[src/rtl/soc_bus_decoder.sv]
// Address decoder, ready generator and read mux between the picorv32 memory port and NSLV slaves.
// Define SOC_BUS_TIMEOUT_EN to enable the wait-state watchdog for external-ready slaves.
module soc_bus_decoder #(
    parameter int              NSLV        = 6,
    parameter int              SEL_BITS    = 4,
    parameter logic [NSLV-1:0] FIXED_MASK  = 6'b101111,
    parameter int              TIMEOUT_CYC = 255,
    parameter logic [31:0]     ERR_DATA    = 32'hDEAD_BEEF
) (
    input  logic                 clk_24,
    input  logic                 resetn,
    input  logic                 m_valid,
    input  logic [31:0]          m_addr,
    output logic                 m_ready,
    output logic [31:0]          m_rdata,
    output logic [NSLV-1:0]      s_sel,
    input  logic [NSLV*32-1:0]   s_rdata,
    input  logic [NSLV-1:0]      s_ready,
    input  logic                 err_clr,
    output logic                 bus_err,
    output logic [31:0]          err_addr
);

    typedef enum logic [1:0] {
        ST_IDLE,
        ST_WAIT,
        ST_DONE
    } state_t;

    state_t               r_state;
    state_t               w_state_nxt;
    logic                 r_resp;
    logic                 r_resp_err;
    logic                 w_resp_nxt;
    logic                 w_resp_err_nxt;
    logic                 w_err_set;
    logic                 w_wait_rdy;
    logic                 w_ready;
    logic                 r_bus_err;
    logic [31:0]          r_err_addr;
    logic [SEL_BITS-1:0]  w_idx;
    logic                 w_mapped;
    logic                 w_fixed;
    logic                 w_ext_rdy;
    logic                 w_timeout;
    logic [31:0]          w_slice;
    logic [NSLV-1:0]      w_sel;

    assign w_idx = m_addr[31:32-SEL_BITS];

    // Region lookup: an index with no matching slave leaves w_mapped low.
    always_comb begin
        w_mapped  = 1'b0;
        w_fixed   = 1'b0;
        w_ext_rdy = 1'b0;
        w_slice   = '0;
        w_sel     = '0;
        for (int i = 0; i < NSLV; i++) begin
            if (w_idx == SEL_BITS'(i)) begin
                w_mapped  = 1'b1;
                w_fixed   = FIXED_MASK[i];
                w_ext_rdy = s_ready[i];
                w_slice   = s_rdata[32*i +: 32];
                w_sel[i]  = resetn && m_valid && (r_state != ST_DONE);
            end
        end
    end

`ifdef SOC_BUS_TIMEOUT_EN
    localparam int                CNT_W   = $clog2(TIMEOUT_CYC + 1);
    localparam logic [CNT_W-1:0]  CNT_MAX = CNT_W'(TIMEOUT_CYC);

    logic [CNT_W-1:0] r_cnt;

    // Counts wait cycles in WAIT; cleared while idle and saturating at the limit.
    always_ff @(posedge clk_24) begin
        if (!resetn) begin
            r_cnt <= '0;
        end else if (r_state == ST_IDLE) begin
            r_cnt <= '0;
        end else if ((r_state == ST_WAIT) && (r_cnt != CNT_MAX)) begin
            r_cnt <= r_cnt + 1'b1;
        end
    end

    assign w_timeout = (r_cnt == CNT_MAX);
`else
    assign w_timeout = 1'b0;
`endif

    always_comb begin
        w_state_nxt    = r_state;
        w_resp_nxt     = 1'b0;
        w_resp_err_nxt = 1'b0;
        w_err_set      = 1'b0;
        w_wait_rdy     = 1'b0;
        case (r_state)
            ST_IDLE: begin
                if (m_valid) begin
                    if (!w_mapped) begin
                        w_state_nxt    = ST_DONE;
                        w_resp_nxt     = 1'b1;
                        w_resp_err_nxt = 1'b1;
                        w_err_set      = 1'b1;
                    end else if (w_fixed) begin
                        w_state_nxt = ST_DONE;
                        w_resp_nxt  = 1'b1;
                    end else begin
                        w_state_nxt = ST_WAIT;
                    end
                end
            end
            ST_WAIT: begin
                // A late s_ready still beats the watchdog in the same cycle.
                if (!m_valid) begin
                    w_state_nxt = ST_IDLE;
                end else if (w_ext_rdy) begin
                    w_wait_rdy  = 1'b1;
                    w_state_nxt = ST_DONE;
                end else if (w_timeout) begin
                    w_state_nxt    = ST_DONE;
                    w_resp_nxt     = 1'b1;
                    w_resp_err_nxt = 1'b1;
                    w_err_set      = 1'b1;
                end
            end
            ST_DONE: begin
                w_state_nxt = ST_IDLE;
            end
            default: begin
                w_state_nxt = ST_IDLE;
            end
        endcase
    end

    always_ff @(posedge clk_24) begin
        if (!resetn) begin
            r_state    <= ST_IDLE;
            r_resp     <= 1'b0;
            r_resp_err <= 1'b0;
        end else begin
            r_state    <= w_state_nxt;
            r_resp     <= w_resp_nxt;
            r_resp_err <= w_resp_err_nxt;
        end
    end

    // A new error wins over a simultaneous clear and then refreshes err_addr.
    always_ff @(posedge clk_24) begin
        if (!resetn) begin
            r_bus_err  <= 1'b0;
            r_err_addr <= '0;
        end else if (w_err_set) begin
            r_bus_err <= 1'b1;
            if (!r_bus_err || err_clr) begin
                r_err_addr <= m_addr;
            end
        end else if (err_clr) begin
            r_bus_err <= 1'b0;
        end
    end

    assign w_ready  = resetn && (r_resp || w_wait_rdy);
    assign m_ready  = w_ready;
    assign m_rdata  = !w_ready ? 32'h0 : (r_resp_err ? ERR_DATA : w_slice);
    assign s_sel    = w_sel;
    assign bus_err  = r_bus_err;
    assign err_addr = r_err_addr;

endmodule

[config.mk]
export PLATFORM = sky130hd
export DESIGN_NAME = soc_bus_decoder
export DESIGN_NICKNAME = d
export VERILOG_FILES = /design/src/rtl/soc_bus_decoder.sv
export SDC_FILE = /design/constraint.sdc
export NUM_CORES = 1
export LEC_CHECK = 0
export CAP_MARGIN = 10
export CORE_AREA = 2 2 120 122
export CTS_CLUSTER_DIAMETER = 60
export DETAILED_ROUTE_END_ITERATION = 10
export DIE_AREA = 0 0 122 124
export PLACE_DENSITY_LB_ADDON = 0.1
export SLEW_MARGIN = 20
export SYNTH_ARGS = -nofsm -noshare
export SYNTH_HDL_FRONTEND = slang
export SYNTH_SLANG_ARGS = --single-unit
[constraint.sdc]
create_clock -name clk_24 -period 1.9 [get_ports clk_24]
set_input_delay 0.38 -clock clk_24 [delete_from_list [all_inputs] [get_ports clk_24]]
set_output_delay 0.38 -clock clk_24 [all_outputs]
set_load 0.1 [all_outputs]
==> impl_results.md, run 1 <==
- Status: finished with violations
- Failing checks: setup timing
- Number of flops mapped to enable cells by yosys: 0
- Post-Route WL: 18100 µm
- Count of cell types in the netlist: 43
- LEAKAGE: 3.20 nW
- DP Wirelength: 14400 µm
- Post-synth top area share: 20.5%
- H-tree Lvls: 2
- Die Span X: 122 µm
- Power Density: 396 nW/µm²
- Largest net degree at the start of global routing: 40
- Fin nets: 1017
- Worst R2R Path Depth: 10
- # Max-Cap Violations: 0
- Share of cells above drive strength 1: 32.3%
- Peak VDD IR: 0.000637 V
- Congestion Overflow GR: 0
- FF-to-FF Start: r_state[1]$_SDFFE_PN0P_
- Critical path arrival: 1.87 ns
- CTS Buf Count: 5
- Critical Path Slowest Stage Cell: or3b_4
- Post-synth ARST share: 0%
- WP data required: 1.52 ns
- Setup crit end kind: output pin
- Hold path depth: 3
- Clk buf depth: 2
- Starting density of the core: 26.3%
- Synth Instances: 449
- Hold slack: 0.490 ns
- Final Power: 3.38 mW
- Largest cells by area after synthesis: dfxtp_1, mux2i_1, nand3b_1
- Antenna Nets Post-Route: 0
- Sum Neg Setup Slack: -10.60 ns
- Total iterations of the first detailed-routing run: 4
- Most common cell after layout, fill and taps aside: clkdlybuf4s50_1
- Crit-path max cell delay: 0.40 ns
- Layout Utilization: 62.3%
- Worst Path Max Fanout: 7
- Fin crit share: 119%
- Most frequent cells in the layout: clkdlybuf4s50_1, buf_4, mux2i_1, buf_12
- Final setup viols: 37
- Clock latency on the worst-skew pair: 0.28 ns
- Mapped Area: 3610 µm²
- Cells along the critical path: buf_8 > or3b_4 > o21bai_2 > o22ai_4 > buf_6 > buf_12 > a21oi_4 > buf_12
- Vias in the first global route: 4912
- DR iter-0 viols: 190
- GRT busiest layer: met2
- Fin. Hold Viols: 0
- Die Ht: 124 µm
- Seq cells post-synth: 37
- First-pass GRT wire length: 26800 µm
- Placed Cells: 939
- Highest Clock Rate: 0.444 GHz
- Unrepaired setup endpoints after global routing: yes
- Clock root buffer: clkbuf_16
- Pins Over Slew Limit: 0
- CTS tree: done
- IO Count: 306
- Gpl congestion: 0.863
- Syn avg cell area: 8.03 µm²
- Vias: 4760
- FF-to-FF End: r_resp$_SDFF_PN0_
- Register area share after synthesis: 20.5%
- Worst-Margin Slew: 0.539 ns
- Avg WL per Cell: 18.7 µm
- R2R Setup Slk: 0.14 ns
- # rows: 43
- Met1 Resource Use GR: 26.8%
- Crit path buffers/inverters: 4
- Leading area contributor after synthesis: dfxtp_1
- Port bufs: 305
- DR vias/cell: 4.94
- Critical path class: input pin to output pin
- Worst Hold Launch: resetn
- Worst setup SP type: input pin
- Net Count, Synth: 683
- Clk_skew: 0.00257 ns
- Met2 global-route usage: 41.0%
- Hold Path Sink: err_addr[30]$_SDFFE_PN0P_
- Initial antenna violation count: 0
- Cell mode on critical path: buf_12
- Top FF cell, synth: dfxtp_1
- Relative slew margins: 64.1%
- Clk sinks: 37
- GRT met3 Usage: 3.94%
- GRT Total Usage: 22.5%
- DRC: 0
- Yosys warning count: 0
- Number of diodes: 0
- Crit path time final: 2.25 ns
- Final Non-Filler Cells: 964
- Setup ws final: -0.352 ns
- Die area: 15100 µm²
- Clock slew at reported path FFs: 0.05 ns
- Hold Path Class: input pin to flop
- Top delay family on crit path: buffers and inverters
- Core area: 13700 µm²
- Syn-to-layout area delta: 137%
==> power by group <==
part | leakage, nW | internal, mW | switching, mW
Sequential | 0.303 | 0.822 | 0.0264
Combinational | 2.83 | 0.877 | 0.875
Clock | 0.0706 | 0.481 | 0.303
Total | 3.20 | 2.18 | 1.20
==> synthesized netlist by cell type (4+ instances only) <==
cell and number:
a221oi_1 7, buf_2 10, nor2_1 23, o21ai_0 37, mux2i_1 70, a22o_1 7, mux2_2 7, buf_4 4
nor2b_1 38, o2bb2ai_1 7, nand2_1 18, buf_6 8, nand3b_1 35, nand2b_1 5, nor4_1 5, a21oi_1 42
nor4_2 4, a2bb2oi_1 7, dfxtp_1 37, inv_1 10, a222oi_1 7, nor3_1 7, o2bb2a_1 5, clkbuf_1 24
==> per-stage QoR <==
step	cell area [µm²]	setup slack, ns
floorplan	4120	-0.874
finish	8540	-0.352
global placement	7900	-0.873
CTS	8500	-0.393
global route	8540	-0.439
detailed placement	7900	-0.935
==> cells by family after synthesis <==
| group | synth area share [%] |
|---|---|
| muxes | 21.6 |
| buffers and inverters | 8.47 |
| DFF | 20.5 |
| AOI/OAI and AO/OA | 23.7 |
| and+or+nand+nor | 25.7 |
==> timing repair <==
action,4_1_cts,5_1_grt
pin swaps,31,23
hold buffers,0,0
setup buffers,17,4
gates resized for setup,83,20
endpoints found under the setup margin,71,67
cloned,2,1
==> worst min-delay path: cells and delay by family <==
family	cells	cell delay (ns)
simple gates	1	0.11
buf+inv	2	0.24
==> registers in the layout (all words and copies together) (netlist names) <==
signal / count
r_resp: 1
r_resp_err: 1
err_addr: 32
r_state: 2
bus_err: 1
==> metal layers <==
metal / vias up / routed length (µm)
li1: 2310 / -
met1: 2196 / 7070
met2: 219 / 9230
met3: 35 / 1310
met4: 0 / 454
met5: - / 0
==> layout make-up <==
class                   instances  area, µm²
multi-input cells             354       3280
flip-flops and latches         37        743
inverters                      10       37.5
clock buffers                   6        129
fillers                      1114       5180
clock inverters                 2       10.0
well taps                     180        225
repair buffers                375       4120
==> how the worst max path moves through the flow <==
| stage | to | cells past startpoint | slack [ns] | start |
|---|---|---|---|---|
| 2_1_floorplan | m_rdata[17] | 6 | -0.87 | m_addr[29] |
| 3_3_place_gp | m_ready | 8 | -0.87 | m_addr[31] |
| 3_5_place_dp | m_ready | 8 | -0.93 | m_addr[31] |
| 4_1_cts | m_rdata[14] | 8 | -0.39 | m_addr[30] |
| 5_1_grt | m_rdata[4] | 6 | -0.44 | r_state[1]$_SDFFE_PN0P_ |
| 6_report | m_rdata[23] | 8 | -0.35 | m_addr[29] |
(Power assumes the default switching activity.)
==> inputs of run 2 (changes only) <==
- SKIP_LAST_GASP: not set -> 1
==> run 2 against run 1 <==
- critical endpoint unchanged
- worst hold slack worse by 0.0050 ns
- power is 0.23% lower
- the flow still finishes with violations (setup timing)
- via count is 0.61% higher
- wire length is 0.31% lower
- cell area hardly changed
- sequential power hardly changed
- core utilization is 0.055 points lower
==> impl_results.md, run 2 (same netlist as run 1, synthesis figures left out) <==
- DP Wirelength: 14400 µm
- GRT busiest layer: met2
- Layout Utilization: 62.2%
- Fin area: 8530 µm²
- Die area: 15100 µm²
- Post-Place Worst Slack: -0.935 ns
- DR iter-0 viols: 247
- GRT Total Usage: 22.4%
- Fin. Hold Viols: 0
- Number of diodes: 0
- Clock slew at reported path FFs: 0.05 ns
- FF-to-FF Start: r_state[1]$_SDFFE_PN0P_
- Antenna Nets Post-Route: 0
- Hold Path Class: input pin to flop
- FF-to-FF End: r_resp$_SDFF_PN0_
- Setup crit end kind: output pin
- Share of cells above drive strength 1: 32.2%
- # rows: 43
- CTS tree: done
- Final Power: 3.38 mW
- Die Span X: 122 µm
- CTS Buf Count: 5
- Crit path time final: 2.26 ns
- Clk buf depth: 2
- Worst setup SP type: input pin
- Gpl congestion: 0.863
- LEAKAGE: 3.21 nW
- Hold slack: 0.485 ns
- Most frequent cells in the layout: clkdlybuf4s50_1, buf_4, mux2i_1, buf_12
- Peak VDD IR: 0.000637 V
- H-tree Lvls: 2
- Pint: 2.18 mW
- Highest Clock Rate: 0.443 GHz
- Hold path depth: 3
- Syn-to-layout area delta: 137%
- Critical path arrival: 1.88 ns
- Placed Cells: 939
- DRC: 0
- Post-Route WL: 18000 µm
- Core area: 13700 µm²
- Worst-Margin Slew: 0.567 ns
- Vias in the first global route: 4912
- Port bufs: 305
- Hold Path Sink: err_addr[30]$_SDFFE_PN0P_
- Initial antenna violation count: 0
- WP data required: 1.52 ns
- Placed cell area: 7900 µm²
- Largest net degree at the start of global routing: 40
- Fin nets: 1016
- Clk sinks: 37
- Final Non-Filler Cells: 963
- Logic gate share of total power: 51.6%
- Relative slew margins: 62.2%
- R2R Setup Slk: 0.16 ns
- Clock latency on the worst-skew pair: 0.28 ns
- Failing checks: setup timing
- Clk_skew: 0.00255 ns
- Congestion Overflow GR: 0
- Status: finished with violations
- First-pass GRT wire length: 26800 µm
- Sequential Power Share: 25.1%
- Setup ws final: -0.359 ns
- Most common cell after layout, fill and taps aside: clkdlybuf4s50_1
- CTS Hold Bufs: 0
- Worst R2R Path Depth: 10
- Met1 Resource Use GR: 26.6%
- Clock root buffer: clkbuf_16
- Power Density: 396 nW/µm²
- Avg WL per Cell: 18.7 µm
- Final setup viols: 34
- Critical path class: input pin to output pin
- Vias: 4789
- Die Ht: 124 µm
- Total iterations of the first detailed-routing run: 5
- Worst Hold Launch: resetn
- # Max-Cap Violations: 0
- Max FFs per register: 32
- Fillers: 1115
- Worst Path Max Fanout: 7
- Clock network fraction of total power: 23.2%
- Sw Share: 35.5%
- Starting density of the core: 26.3%
- Met2 global-route usage: 41.2%
- Unrepaired setup endpoints after global routing: yes
- DR vias/cell: 4.97
- Sum Neg Setup Slack: -10.18 ns
- Switching pwr: 1.20 mW
- IO Count: 306
- Fin crit share: 119%
- GRT met3 Usage: 3.98%
- Pins Over Slew Limit: 0
-- run 2: worst max path at each step --
| stage | from | endpoint | slack, ns |
|---|---|---|---|
| finish | m_addr[30] | m_rdata[23] | -0.36 |
| global route | m_addr[30] | m_rdata[8] | -0.42 |
| CTS | m_addr[30] | m_rdata[14] | -0.39 |
| detailed placement | m_addr[31] | m_ready | -0.93 |
| global placement | m_addr[31] | m_ready | -0.87 |
| floorplan | m_addr[29] | m_rdata[17] | -0.87 |
-- run 2: worst max-delay path: stages --
cell and delay, ns:
buf_12 0.11, or3_4 0.39, o22ai_4 0.19, o22ai_4 0.14
buf_8 0.17, buf_12 0.15, a21oi_4 0.14, buf_12 0.19
-- run 2: power by group through the flow --
stage | clock network [mW] | logic [mW] | registers (mW)
floorplan | 0 | 0.607 | 1.15
finish | 0.785 | 1.74 | 0.849
CTS | 0.816 | 1.73 | 0.848
global route | 0.838 | 1.84 | 0.853
global placement | 0 | 1.62 | 0.861
detailed placement | 0 | 1.64 | 0.863
-- run 2: cell type report --
type,instances,area [µm²],area share (%)
clock buffers,6,129,1.51
well taps,180,225,2.64
flip-flops and latches,37,743,8.71
repair buffers,374,4130,48.4
clock inverters,2,10.0,0.117
inverters,10,42.5,0.499
multi-input cells,354,3250,38.1
-- run 2: repair_timing --
item / 4_1_cts / 5_1_grt
buffers inserted: 17 / 2
pin swaps: 31 / 24
setup endpoints to repair: 71 / 70
resized for setup: 78 / 27
gates cloned: 2 / 1
-- run 2: per-layer routing --
layer	wire length [µm]	part of all wire, %
met3	1360	7.5
met4	435	2.4
met2	9250	51
met5	0	0
met1	6970	39
==> patch 1, RTL diff (flow settings as in run 1) <==
Set the parameter `SEL_BITS` to 5 (it was 4).
--- a/src/rtl/soc_bus_decoder.sv
+++ b/src/rtl/soc_bus_decoder.sv
@@ -4,3 +4,3 @@
     parameter int              NSLV        = 6,
-    parameter int              SEL_BITS    = 4,
+    parameter int              SEL_BITS    = 5,
     parameter logic [NSLV-1:0] FIXED_MASK  = 6'b101111,
Function: changed (a bounded check fails within 4 cycles, from zero or initial values and one cycle with resetn low).
==> patch 1 against run 1 <==
The run still ends with setup timing left. Sequential cell count unchanged. First-iteration DRC count up 84%. Power is 12% higher. Clock power rose by 23%. Clock skew increased by 0.0072 ns. Utilization up 4.8 points. Cell area rose by 7.8%. Synthesized area is 3.0% higher. Wire length up 20%. Setup slack got worse by 0.39 ns. Critical path depth up 2. Critical endpoint is now m_rdata[7].
==> patch 1: results (changes against run 1) <==
- The run finished, with violations left.
- The checks that failed: setup timing.
- The highest net fanout along the worst path is 8 (+1).
- The wire length of the first global-routing pass is 32.0 mm (+19%).
- The leakage power summed over all cells is 3.56 nW (+11%).
- The number of buffer cells added on primary ports is 305 (unchanged).
- The post-cts hold buffer count is 0 (unchanged).
- The number of H-tree branching levels is 2 (unchanged).
- The average footprint of a synthesized cell was 7.02 um2 (-13%).
- By count the netlist is led by nand2_1 (70), nand3_1 (51), clkbuf_1 (37), dfxtp_1 (37), nor2_1 (36).
- Among all flip-flop cells after synthesis, the most frequent one is dfxtp_1.
- The fraction of the yosys area taken by sequential cells is 19.9% (-0.60 points).
- The proportion of synthesized area in mux cells is 7.35% (-14 points).
- The cell count after placement is 1030 (+9.7%).
- The layout filler cell count was 1136 (+2.0%).
- The routed via count divided by cell count is 5.31 (+7.6%).
- The maximum single-stage delay on the critical path is 0.54 ns (+0.14 ns).
- The number of nets in the final layout is 1118 (+9.9%).
- The compound-cell area share of the yosys netlist is 30.7% (+7.1 points).
- The per-cell routed wire length was 20.4 um (+8.8%).
- The clock-pin transition on the worst setup and hold timing paths is 0.05 ns (about the same).
- The flip-flop count of the largest register after layout came to 32 (unchanged).
- The tree is rooted in a clkbuf_16.
- The ratio of cells with drive above 1 in the final layout came to 32.5% (+0.27 points).
- Ranked by total cell area, the synthesized netlist is headed by dfxtp_1 (20%), nand2_1 (7.1%), nand3_1 (6.9%).
- The largest clock skew in the final design was 0.00980 ns (+0.00723 ns).
- The total detailed-routing wirelength is 21.7 mm (+20%).
- The setup slack after placement is -1.36 ns (-0.429 ns).
- The critical path data arrival time is 2.27 ns (+0.40 ns).
- The number of global-route vias before repair is 5931 (+21%).
- The worst vdd rail ir drop came to 0.732 mV (+15%).
- The distinct cell type count of the synthesized netlist is 49 (+14%).
- The number of nets produced by synthesis is 763 (+12%).
- The placed wire-length estimate was 16.2 mm (+13%).
- The xor and xnor fraction of the mapped netlist area is 0% (unchanged).
- The clock network latency to the later pin of the worst-skew pair is 0.29 ns.
- The final setup slack of the worst path is -0.746 ns (-0.394 ns).
- The number of design-rule violations left by the first detailed-router iteration was 350 (+84%).
- The number of post-CTS setup repair buffers came to 19 (+2).
- The number of detailed-routing iterations run before antenna repair is 4 (unchanged).
- The placed cell area is 8260 um2 (+4.6%).
- The number of gates given a new drive strength after cts is 95 (+14%).
- The overall fraction of global-route tracks in use is 27.3% (+4.8 points).
- The diode insertion count for antenna repair was 0 (unchanged).
- The min-delay analysis places its worst path in the category reg2reg.
- The setup total negative slack came to -24.47 ns (-13.87 ns).
- The total setup violations reported at the end of the flow was 39 (+5.4%).
- The total clock buffers created by CTS is 5 (unchanged).
- The family with the most delay on the worst path is simple AND/OR/NAND/NOR gates.
- The slowest stage of the critical path is the or4b_4 cell.
- The largest net degree at the start of global routing is 33 (-18%).
- The weighted congestion reported at the end of routability-driven placement came to 0.891 (+3.2%).
- The worst max-slew margin expressed relative to the limit is 60.6% (-3.5 points).
-- patch 1: cell types whose count changed after synthesis, moves of 10 or more --
cell       change
nand2_1       +52
nand3_1       +51
mux2i_1       -45
nand3b_1      -34
a21boi_0      +31
a21oi_1       -30
a32oi_1       +25
nor3b_1       +25
a2111oi_0     +24
clkbuf_1      +13
nor2_1        +13
nor2b_1       -10
-- patch 1: cell type report --
type,instances,area [um2],area share [%]
timing repair buffer,409,4600,49.9
multi-input combinational,428,3460,37.6
sequential,37,743,8.07
tap,180,225,2.45
clock buffer,5,125,1.36
clock inverter,3,46.3,0.503
inverter,3,11.3,0.122
-- patch 1: metal layers --
metal | track usage, % | vias up | share of wire, % | wire (um)
met1 | 30.1 | 2663 | 37 | 7980
met5 | 0 | - | 0 | 0
met2 | 50.2 | 281 | 51 | 11100
li1 | - | 2675 | - | -
met3 | 6.96 | 41 | 9.0 | 1950
met4 | 10.4 | 0 | 3.0 | 652
-- patch 1: power breakdown --
group          internal, mW  switching, mW
clock network         0.621          0.342
logic                 0.959           1.02
registers             0.824         0.0254
total                  2.40           1.39
-- patch 1: worst reg2reg max path, cell delays in order (launching register included) --
cell	delay (ns)
dfxtp_2	0.32
buf_4	0.13
or3b_1	0.42
a21oi_2	0.18
buf_4	0.15
nand2b_1	0.06
buf_4	0.21
nand2_1	0.10
a21boi_0	0.09
-- patch 1: worst paths after layout --
check	slack (ns)	depth (start not counted)	to	start
max reg2reg	0.12	8	err_addr[16]	r_state[1]
max	-0.75	10	m_rdata[7]	m_addr[28]
min	0.47	2	err_addr[23]	err_addr[23]
min reg2reg	0.47	2	err_addr[23]	err_addr[23]
-- patch 1: logic make-up after synthesis --
family / count (synthesis)
muxes: 26
and+or+nand+nor: 248
AOI/OAI and AO/OA: 154
DFF: 37
buffers and inverters: 64
==> patch 2, RTL diff (config.mk and constraints of run 1) <==
Made on the original files. Re-encode `state_t` (3 states) as one-hot, 3 bits wide.
--- a/src/rtl/soc_bus_decoder.sv
+++ b/src/rtl/soc_bus_decoder.sv
@@ -23,6 +23,6 @@
 
-    typedef enum logic [1:0] {
-        ST_IDLE,
-        ST_WAIT,
-        ST_DONE
+    typedef enum logic [2:0] {
+        ST_IDLE = 3'b001,
+        ST_WAIT = 3'b010,
+        ST_DONE = 3'b100
     } state_t;
Behaviour: same outputs for any inputs over 10 cycles, from zero or initial values and one cycle with resetn low; not proved beyond that.
==> patch 2 against run 1 <==
Wire length up 0.94%. The run still ends with setup timing left. Sequential cell count up 1. Cell area up 1.2%. Power up 7.6%. Non-clock buffer count up 17. Synthesized area down 2.4%. Setup slack worse by 0.11 ns.
==> patch 2: results (changes against run 1) <==
- The routed via count divided by cell count came to 4.94 (about the same).
- The portion of total power attributed to combinational logic came to 50.6% (-1.2 points).
- The ratio of cells with drive above 1 in the final layout is 36.3% (+4.0 points).
- The total setup violations reported at the end of the flow was 38 (+2.7%).
- The weighted congestion reported at the end of routability-driven placement is 0.832 (-3.6%).
- The internal power of the cells was 2.39 mW (+9.7%).
- Ranked by total cell area, the synthesized netlist is headed by dfxtp_1 (22%), mux2i_1 (16%), mux2_2 (7.7%).
- The number of nets in the final layout is 986 (-3.0%).
- The cell count after placement is 890 (-5.2%).
- The placed cell area is 7800 um2 (-1.2%).
- The maximum single-stage delay on the critical path is 0.34 ns (-0.06 ns).
- The path type of the worst min-delay path is reg2reg.
- The number of global-route vias before repair is 4632 (-5.7%).
- The number of nets produced by synthesis was 630 (-7.8%).
- The final cell count without fillers is 933 (-3.2%).
- The number of antenna violations at the first check in global routing was 1 (+1).
- Among all stages on the critical path, the largest delay is contributed by nor4b_4.
- The area growth from synthesis to layout is 146%.
- The final setup slack of the worst path is -0.466 ns (-0.114 ns).
- The slew at the pin closest to its max-slew limit is 0.807 ns (+0.268 ns).
- The setup slack after placement is -1.07 ns (-0.136 ns).
- The cell count after synthesis is 396 (-12%).
- The placed wire-length estimate is 13.2 mm (-7.7%).
- The largest clock skew in the final design was 0.00456 ns (+0.00198 ns).
- The worst vdd rail ir drop is 0.538 mV (-15%).
- The checks that failed: setup timing.
- The power dissipated in the clock network is 0.917 mW (+17%).
- The destination of the worst register-to-register timing path is err_addr[27].
- The critical path launch point is m_addr[31].
- The layout filler cell count is 1136 (+2.0%).
- The largest net degree at the start of global routing is 27 (-33%).
- The switching power summed over all nets is 1.25 mW (+3.9%).
- The cell count of the worst reg-to-reg path is 6 (-4).
- The flow ran to the end, but the final reports show violations.
- The distinct cell type count of the synthesized netlist was 45 (+4.7%).
[patch 2: cell types whose count changed in the layout (fill, tap and decap cells not counted), moves of 12 or more]
cell | run 1 | this run
nand3b_1 | 35 | 1
a221oi_2 | 0 | 15
o211a_1 | 0 | 24
a22oi_1 | 0 | 24
o21ai_0 | 34 | 0
mux2_2 | 5 | 24
mux2i_1 | 68 | 56
[patch 2: logic make-up after synthesis]
| logic type | count (synthesis) | synth area share [%] |
|---|---|---|
| AOI/OAI and AO/OA | 123 | 28.3 |
| buffers and inverters | 46 | 8.36 |
| DFF | 38 | 21.6 |
| muxes | 81 | 23.9 |
| and+or+nand+nor | 108 | 17.9 |
[patch 2: final cells by class]
type / instances / share of cell area, %
clock buffer: 5 / 1.45
clock inverter: 3 / 0.463
inverter: 2 / 0.0868
multi-input combinational: 313 / 35.2
tap: 180 / 2.61
sequential: 38 / 8.83
timing repair buffer: 392 / 51.4
[patch 2: worst min-delay path by stage]
| stage | from | to | depth (start not counted) |
|---|---|---|---|
| after floorplan | m_addr[0] | err_addr[0] | 2 |
| after global placement | err_addr[5] | err_addr[5] | 2 |
| after detailed placement | err_addr[20] | err_addr[20] | 2 |
| after CTS | err_addr[20] | err_addr[20] | 2 |
| after global routing | err_addr[20] | err_addr[20] | 2 |
| final | err_addr[20] | err_addr[20] | 2 |
[patch 2: routing by layer]
layer  vias up  track usage [%]  part of all wire [%]
met5         -                0                 0.071
met4         2             6.47                   2.2
met3        28             5.36                   7.8
met2       217             38.9                    51
met1      2147             25.0                    39
li1       2214                -                     -
[patch 2: repair_timing]
action	4_1_cts	5_1_grt
buffers inserted	21	9
gates cloned	5	3
setup endpoints to repair	41	40
resized for setup	44	31
pin swaps	40	37
